### src/rtl/uart_matmul_engine.sv
// NxN matrix-multiply engine: loads A then B from a byte stream, computes C = A*B with one MAC
// per cycle, streams C back MSB-first. Optional trailing XOR checksum byte: RESULT_CHECKSUM_EN.
module uart_matmul_engine #(
  parameter int N      = 2,
  parameter int ACC_W  = 24,
  parameter int SIGNED = 1
) (
  input  logic       clk,
  input  logic       rst,
  input  logic [7:0] rx_data,
  input  logic       rx_valid,
  output logic [7:0] tx_data,
  output logic       tx_valid,
  input  logic       tx_ready,
  output logic       busy,
  output logic       done
);

  localparam int DIM_W  = (N > 1) ? $clog2(N) : 1;
  localparam int NB     = ACC_W / 8;
  localparam int BYTE_W = (NB > 1) ? $clog2(NB) : 1;
  localparam logic [DIM_W-1:0]  LAST      = DIM_W'(N - 1);
  localparam logic [BYTE_W-1:0] LAST_BYTE = BYTE_W'(NB - 1);

  typedef enum logic [1:0] {LOAD_A, LOAD_B, COMPUTE, SEND} state_t;
  state_t state, state_nx;

  logic [7:0]       a_mem [N][N];
  logic [7:0]       b_mem [N][N];
  logic [ACC_W-1:0] c_mem [N][N];

  logic [DIM_W-1:0]  ld_r, ld_c;
  logic [DIM_W-1:0]  ci, cj, ck;
  logic [DIM_W-1:0]  sr, sc;
  logic [BYTE_W-1:0] sb;
  logic [ACC_W-1:0]  acc, prod, sum, word;
  logic signed [15:0] sprod;
  logic [15:0]       uprod;
  logic [7:0]        res_byte;
  logic              ld_last, mac_last, res_last, accept, send_step, frame_end, done_q;

`ifdef RESULT_CHECKSUM_EN
  logic       chk_phase;
  logic [7:0] chk;
`endif

  assign ld_last  = (ld_r == LAST) && (ld_c == LAST);
  assign mac_last = (ci == LAST) && (cj == LAST) && (ck == LAST);
  assign res_last = (sr == LAST) && (sc == LAST) && (sb == LAST_BYTE);
  // accept is derived from state, not tx_valid, to keep the FSM comb block loop-free
  assign accept   = (state == SEND) && tx_ready;

`ifdef RESULT_CHECKSUM_EN
  assign send_step = accept && !chk_phase;
  assign frame_end = accept && chk_phase;
`else
  assign send_step = accept;
  assign frame_end = accept && res_last;
`endif

  assign done = done_q;

  // MAC datapath: product extended per signedness, sum wraps modulo 2^ACC_W
  always_comb begin
    sprod = 16'($signed(a_mem[ci][ck])) * 16'($signed(b_mem[ck][cj]));
    uprod = 16'(a_mem[ci][ck]) * 16'(b_mem[ck][cj]);
    if (SIGNED != 0) prod = {{(ACC_W-16){sprod[15]}}, sprod};
    else             prod = {{(ACC_W-16){1'b0}}, uprod};
    sum = ((ck == '0) ? '0 : acc) + prod;
  end

  // byte sb of the current result word, MSB first
  always_comb begin
    word     = c_mem[sr][sc];
    res_byte = '0;
    for (int n = 0; n < NB; n++)
      if (sb == BYTE_W'(NB - 1 - n)) res_byte = word[n*8 +: 8];
  end

  always_ff @(posedge clk) begin
    if (rst) state <= LOAD_A;
    else     state <= state_nx;
  end

  always_comb begin
    state_nx = state;
    tx_valid = 1'b0;
    tx_data  = 8'h00;
    busy     = 1'b0;
    case (state)
      LOAD_A:  if (rx_valid && ld_last) state_nx = LOAD_B;
      LOAD_B:  if (rx_valid && ld_last) state_nx = COMPUTE;
      COMPUTE: begin
        busy = 1'b1;
        if (mac_last) state_nx = SEND;
      end
      SEND: begin
        busy     = 1'b1;
        tx_valid = 1'b1;
`ifdef RESULT_CHECKSUM_EN
        tx_data  = chk_phase ? chk : res_byte;
`else
        tx_data  = res_byte;
`endif
        if (frame_end) state_nx = LOAD_A;
      end
      default: state_nx = LOAD_A;
    endcase
  end

  // matrix storage: contents are don't-care after reset, so no reset branch
  always_ff @(posedge clk) begin
    if (!rst && rx_valid && state == LOAD_A) a_mem[ld_r][ld_c] <= rx_data;
    if (!rst && rx_valid && state == LOAD_B) b_mem[ld_r][ld_c] <= rx_data;
    if (!rst && state == COMPUTE && ck == LAST) c_mem[ci][cj] <= sum;
  end

  always_ff @(posedge clk) begin
    if (rst) begin
      ld_r   <= '0;
      ld_c   <= '0;
      ci     <= '0;
      cj     <= '0;
      ck     <= '0;
      sr     <= '0;
      sc     <= '0;
      sb     <= '0;
      acc    <= '0;
      done_q <= 1'b0;
    end else begin
      done_q <= frame_end;
      if (rx_valid && (state == LOAD_A || state == LOAD_B)) begin
        if (ld_c == LAST) begin
          ld_c <= '0;
          ld_r <= (ld_r == LAST) ? '0 : ld_r + 1'b1;
        end else begin
          ld_c <= ld_c + 1'b1;
        end
      end
      if (state == COMPUTE) begin
        acc <= sum;
        if (ck == LAST) begin
          ck <= '0;
          if (cj == LAST) begin
            cj <= '0;
            ci <= (ci == LAST) ? '0 : ci + 1'b1;
          end else begin
            cj <= cj + 1'b1;
          end
        end else begin
          ck <= ck + 1'b1;
        end
      end
      if (send_step) begin
        if (sb == LAST_BYTE) begin
          sb <= '0;
          if (sc == LAST) begin
            sc <= '0;
            sr <= (sr == LAST) ? '0 : sr + 1'b1;
          end else begin
            sc <= sc + 1'b1;
          end
        end else begin
          sb <= sb + 1'b1;
        end
      end
    end
  end

`ifdef RESULT_CHECKSUM_EN
  always_ff @(posedge clk) begin
    if (rst) begin
      chk       <= 8'h00;
      chk_phase <= 1'b0;
    end else if (accept) begin
      if (chk_phase) begin
        chk       <= 8'h00;
        chk_phase <= 1'b0;
      end else begin
        chk <= chk ^ res_byte;
        if (res_last) chk_phase <= 1'b1;
      end
    end
  end
`endif

endmodule

### config.mk
export PLATFORM = sky130hd
export DESIGN_NAME = uart_matmul_engine
export DESIGN_NICKNAME = d
export VERILOG_FILES = /design/src/rtl/uart_matmul_engine.sv
export SDC_FILE = /design/constraint.sdc
export NUM_CORES = 1
export LEC_CHECK = 0
export CORE_MARGIN = 2
export CORE_UTILIZATION = 35
export DETAILED_ROUTE_END_ITERATION = 10
export GPL_TIMING_DRIVEN = 0
export SYNTH_ARGS = -nofsm -noshare
export SYNTH_HDL_FRONTEND = slang
export SYNTH_SLANG_ARGS = --single-unit
### constraint.sdc
create_clock -name clk -period 6.8 [get_ports clk]
set_input_delay 1.36 -clock clk [delete_from_list [all_inputs] [get_ports clk]]
set_output_delay 1.36 -clock clk [all_outputs]
set_load 0.02 [all_outputs]
==> flow_summary.toml <==
[run_status]
status = "finished with violations"
violations = "negative setup slack"

[layout]
fin_nets = 1119
final_common_cell = "edfxtp_1"
num-fill-cells = 2932
multi_input_area_mm2 = 0.005864
drive_gt1_share_pct = 23.81
syn2layout_area_growth_pct = 23.05
antenna_cells = 0
layout_common_cells = "160 x edfxtp_1, 88 x inv_1, 66 x and2_1, 62 x nor2_1, 53 x fa_1"
seqCellArea_mm2 = 0.005598

[setup_path]
cp.required_ns = 7.14
path_buf_inv = 6
crit_fanout = 8
arrival_ns = 7.33
crit_path_end_kind = "flip-flop"
cp_slowest_cell = "mux4_2"
setup.worst_path.start_class = "flip-flop"
critPathKind = "reg -> reg"
slowest_delay_ns = 0.61
rr_worst_depth = 31
reg2reg_slack_ns = -0.19
crit_family = "adder cells"
r2r_end = "acc[23]"
cp_common_cell = "fa_1"

[route]
routed_wl_um = 24380
wl_per_cell_um = 16.81
vias = 6954
route.detailed.drc = 0
vias_per_cell = 4.796
ant_nets = 0
dr.first_iter.drc_count = 460
dr.pass1.iters = 5

[sta]
setup_viol = 18
worstMarginPinSlew_ns = 0.9766
layout_min_cycle_time_ns = 6.987
worst_slack_ns = -0.1870
slew_headroom_pct = 34.65
slew_violations = 0
fin_crit_sh_pct = 102.7
finalClockSkew_ns = 0.02064
rsz0062_at_grt = "yes"
fmax_mhz = 143.1
hold_violations = 0
tns_ns = -1.322

[logic_synthesis]
ys.flop_type = "edfxtp_1"
synth-seq-area-share_pct = 48.95
synth_cell_type_count = 54
yosysWarnings = 0
yosys_register_bits = 199
synth.avg_cell_area_um2 = 12.88
synth_edf_count = 160
synth_fp_nets = 1010
ys_async_sr_fraction_pct = 0
synthCells = 886
syn-cell-area_mm2 = 0.01141

[placement]
port_buffers = 22
gp_congestion = 0.8131
dpl.hpwl_um = 16980

[job]
maxCapViolations = 0

[global_routing]
grt_max_degree = 25
grt_pass1_wl_um = 39600
grt_overflow = 0
first_global_vias = 7367
antenna_found_initial = 0
track_usage_pct = 15.31

[clocking]
clk_pin_slew_ns = 0.08
insertion_delay_ns = 0.45
cts_inserted_buffers = 17
clock-sinks = 199
cts_max_level = 4
clk_path_buf_depth = 2
cts_tree = "built"
ctsRootBufferMaster = "clkbuf_16"

[hold_path]
whs_endpoint = "acc[16]"
holdPathStages = 2
min_from = "acc[16]"
hold_class = "reg -> reg"

[die]
die_w_um = 184.6
start_util_pct = 35.34
die_area_mm2 = 0.03406
placementRows = 66
io_pins = 23
die_y_um = 184.6
core_area_mm2 = 0.03229
metrics by stage:
stage	hold slack [ns]	instances	util [%]	area (um^2)	setup slack (ns)
after global placement	0.4661	1350	37.87	12230	-1.157
final	0.4891	1450	43.48	14040	-0.1870
after detailed placement	0.4778	1358	38.23	12340	-1.220
after global routing	0.5131	1450	43.48	14040	-0.4477
after floorplan	0.4522	886	-	11460	0.001236
after CTS	0.4961	1440	42.59	13750	-0.1471
worst register-to-register path, delay by kind of cell, from the launching register on:
kind | cells | cell delay [ns]
adder cells (fa/ha/maj) | 6 | 2.48
AO/OA/AOI/OAI | 13 | 2.05
AND/OR/NAND/NOR | 4 | 0.79
multiplexers | 1 | 0.62
buffers and inverters | 6 | 0.50
flip-flops | 1 | 0.35
XOR/XNOR | 1 | 0.13
logic make-up after synthesis:
group / after synthesis / synth area share [%]
DFF: 199 / 48.95
xor gates and xnor gates: 46 / 3.970
muxes: 72 / 10.60
and+or+nand+nor: 225 / 9.957
AOI/OAI and AO/OA: 106 / 6.404
adders and majority gates: 112 / 15.97
buffers and inverters: 126 / 4.145
registers in the layout, indices dropped and copies added (netlist names), 2 cells and up, named ones only:
name / cells
a_mem: 32
acc: 24
b_mem: 32
c_mem: 96
sb: 2
state: 2
cells in the mapped netlist, drive strengths merged (4+ instances only):
cell	instances	area [um^2]
edfxtp	160	4805
inv	98	367.9
and2	76	475.5
nor2	65	244.0
fa	56	1121
ha	56	700.7
nand2	41	153.9
dfxtp	39	780.8
mux4	39	878.3
mux2i	32	320.3
xnor2	28	252.8
o21ai	26	133.9
a21oi	25	125.1
clkbuf	22	82.58
xor2	15	131.4
a21o	11	82.58
nand2b	9	56.30
a31oi	7	58.81
nand3	7	35.03
a211oi	6	67.56
buf	6	22.52
nor3	6	30.03
o21bai	6	48.80
nand4	5	31.28
nor2b	5	31.28
o21a	5	37.54
nor3b	4	30.03
o311ai	4	35.04
per-layer routing:
layer	track usage [%]	vias up	routed length [um]
met5	0	-	0
met4	3.744	0	322
met2	26.29	91	12210
li1	-	3348	-
met3	2.470	21	839
met1	20.27	3494	11000
worst max path at each step:
stage / from / to / slack [ns] / cells past startpoint
2_1_floorplan: cj / acc[23] / 0.001 / 26
3_3_place_gp: cj / acc[22] / -1.16 / 28
3_5_place_dp: cj / acc[22] / -1.22 / 28
4_1_cts: flip-flop / acc[23] / -0.15 / 30
5_1_grt: flip-flop / acc[23] / -0.45 / 31
6_report: flip-flop / acc[23] / -0.19 / 31
area by class of cell:
cell class / count / share of cell area, %
inverters: 98 / 2.620
clock buffers: 17 / 3.030
flip-flops and latches: 199 / 39.87
multi-input cells: 561 / 41.77
clock inverters: 15 / 1.542
plain buffers: 26 / 1.265
well taps: 442 / 3.939
repair buffers: 92 / 5.962
repair_timing:
item / 4_1_cts / 5_1_grt
resized for setup: 82 / 39
cloned: 1 / 0
setup endpoints to repair: 60 / 51
pin swaps: 63 / 35
hold buffers: 0 / 0
buffers inserted: 51 / 11
Power is not shown: default switching activity piles up to over one toggle a cycle in this logic, so the estimate is an artifact.
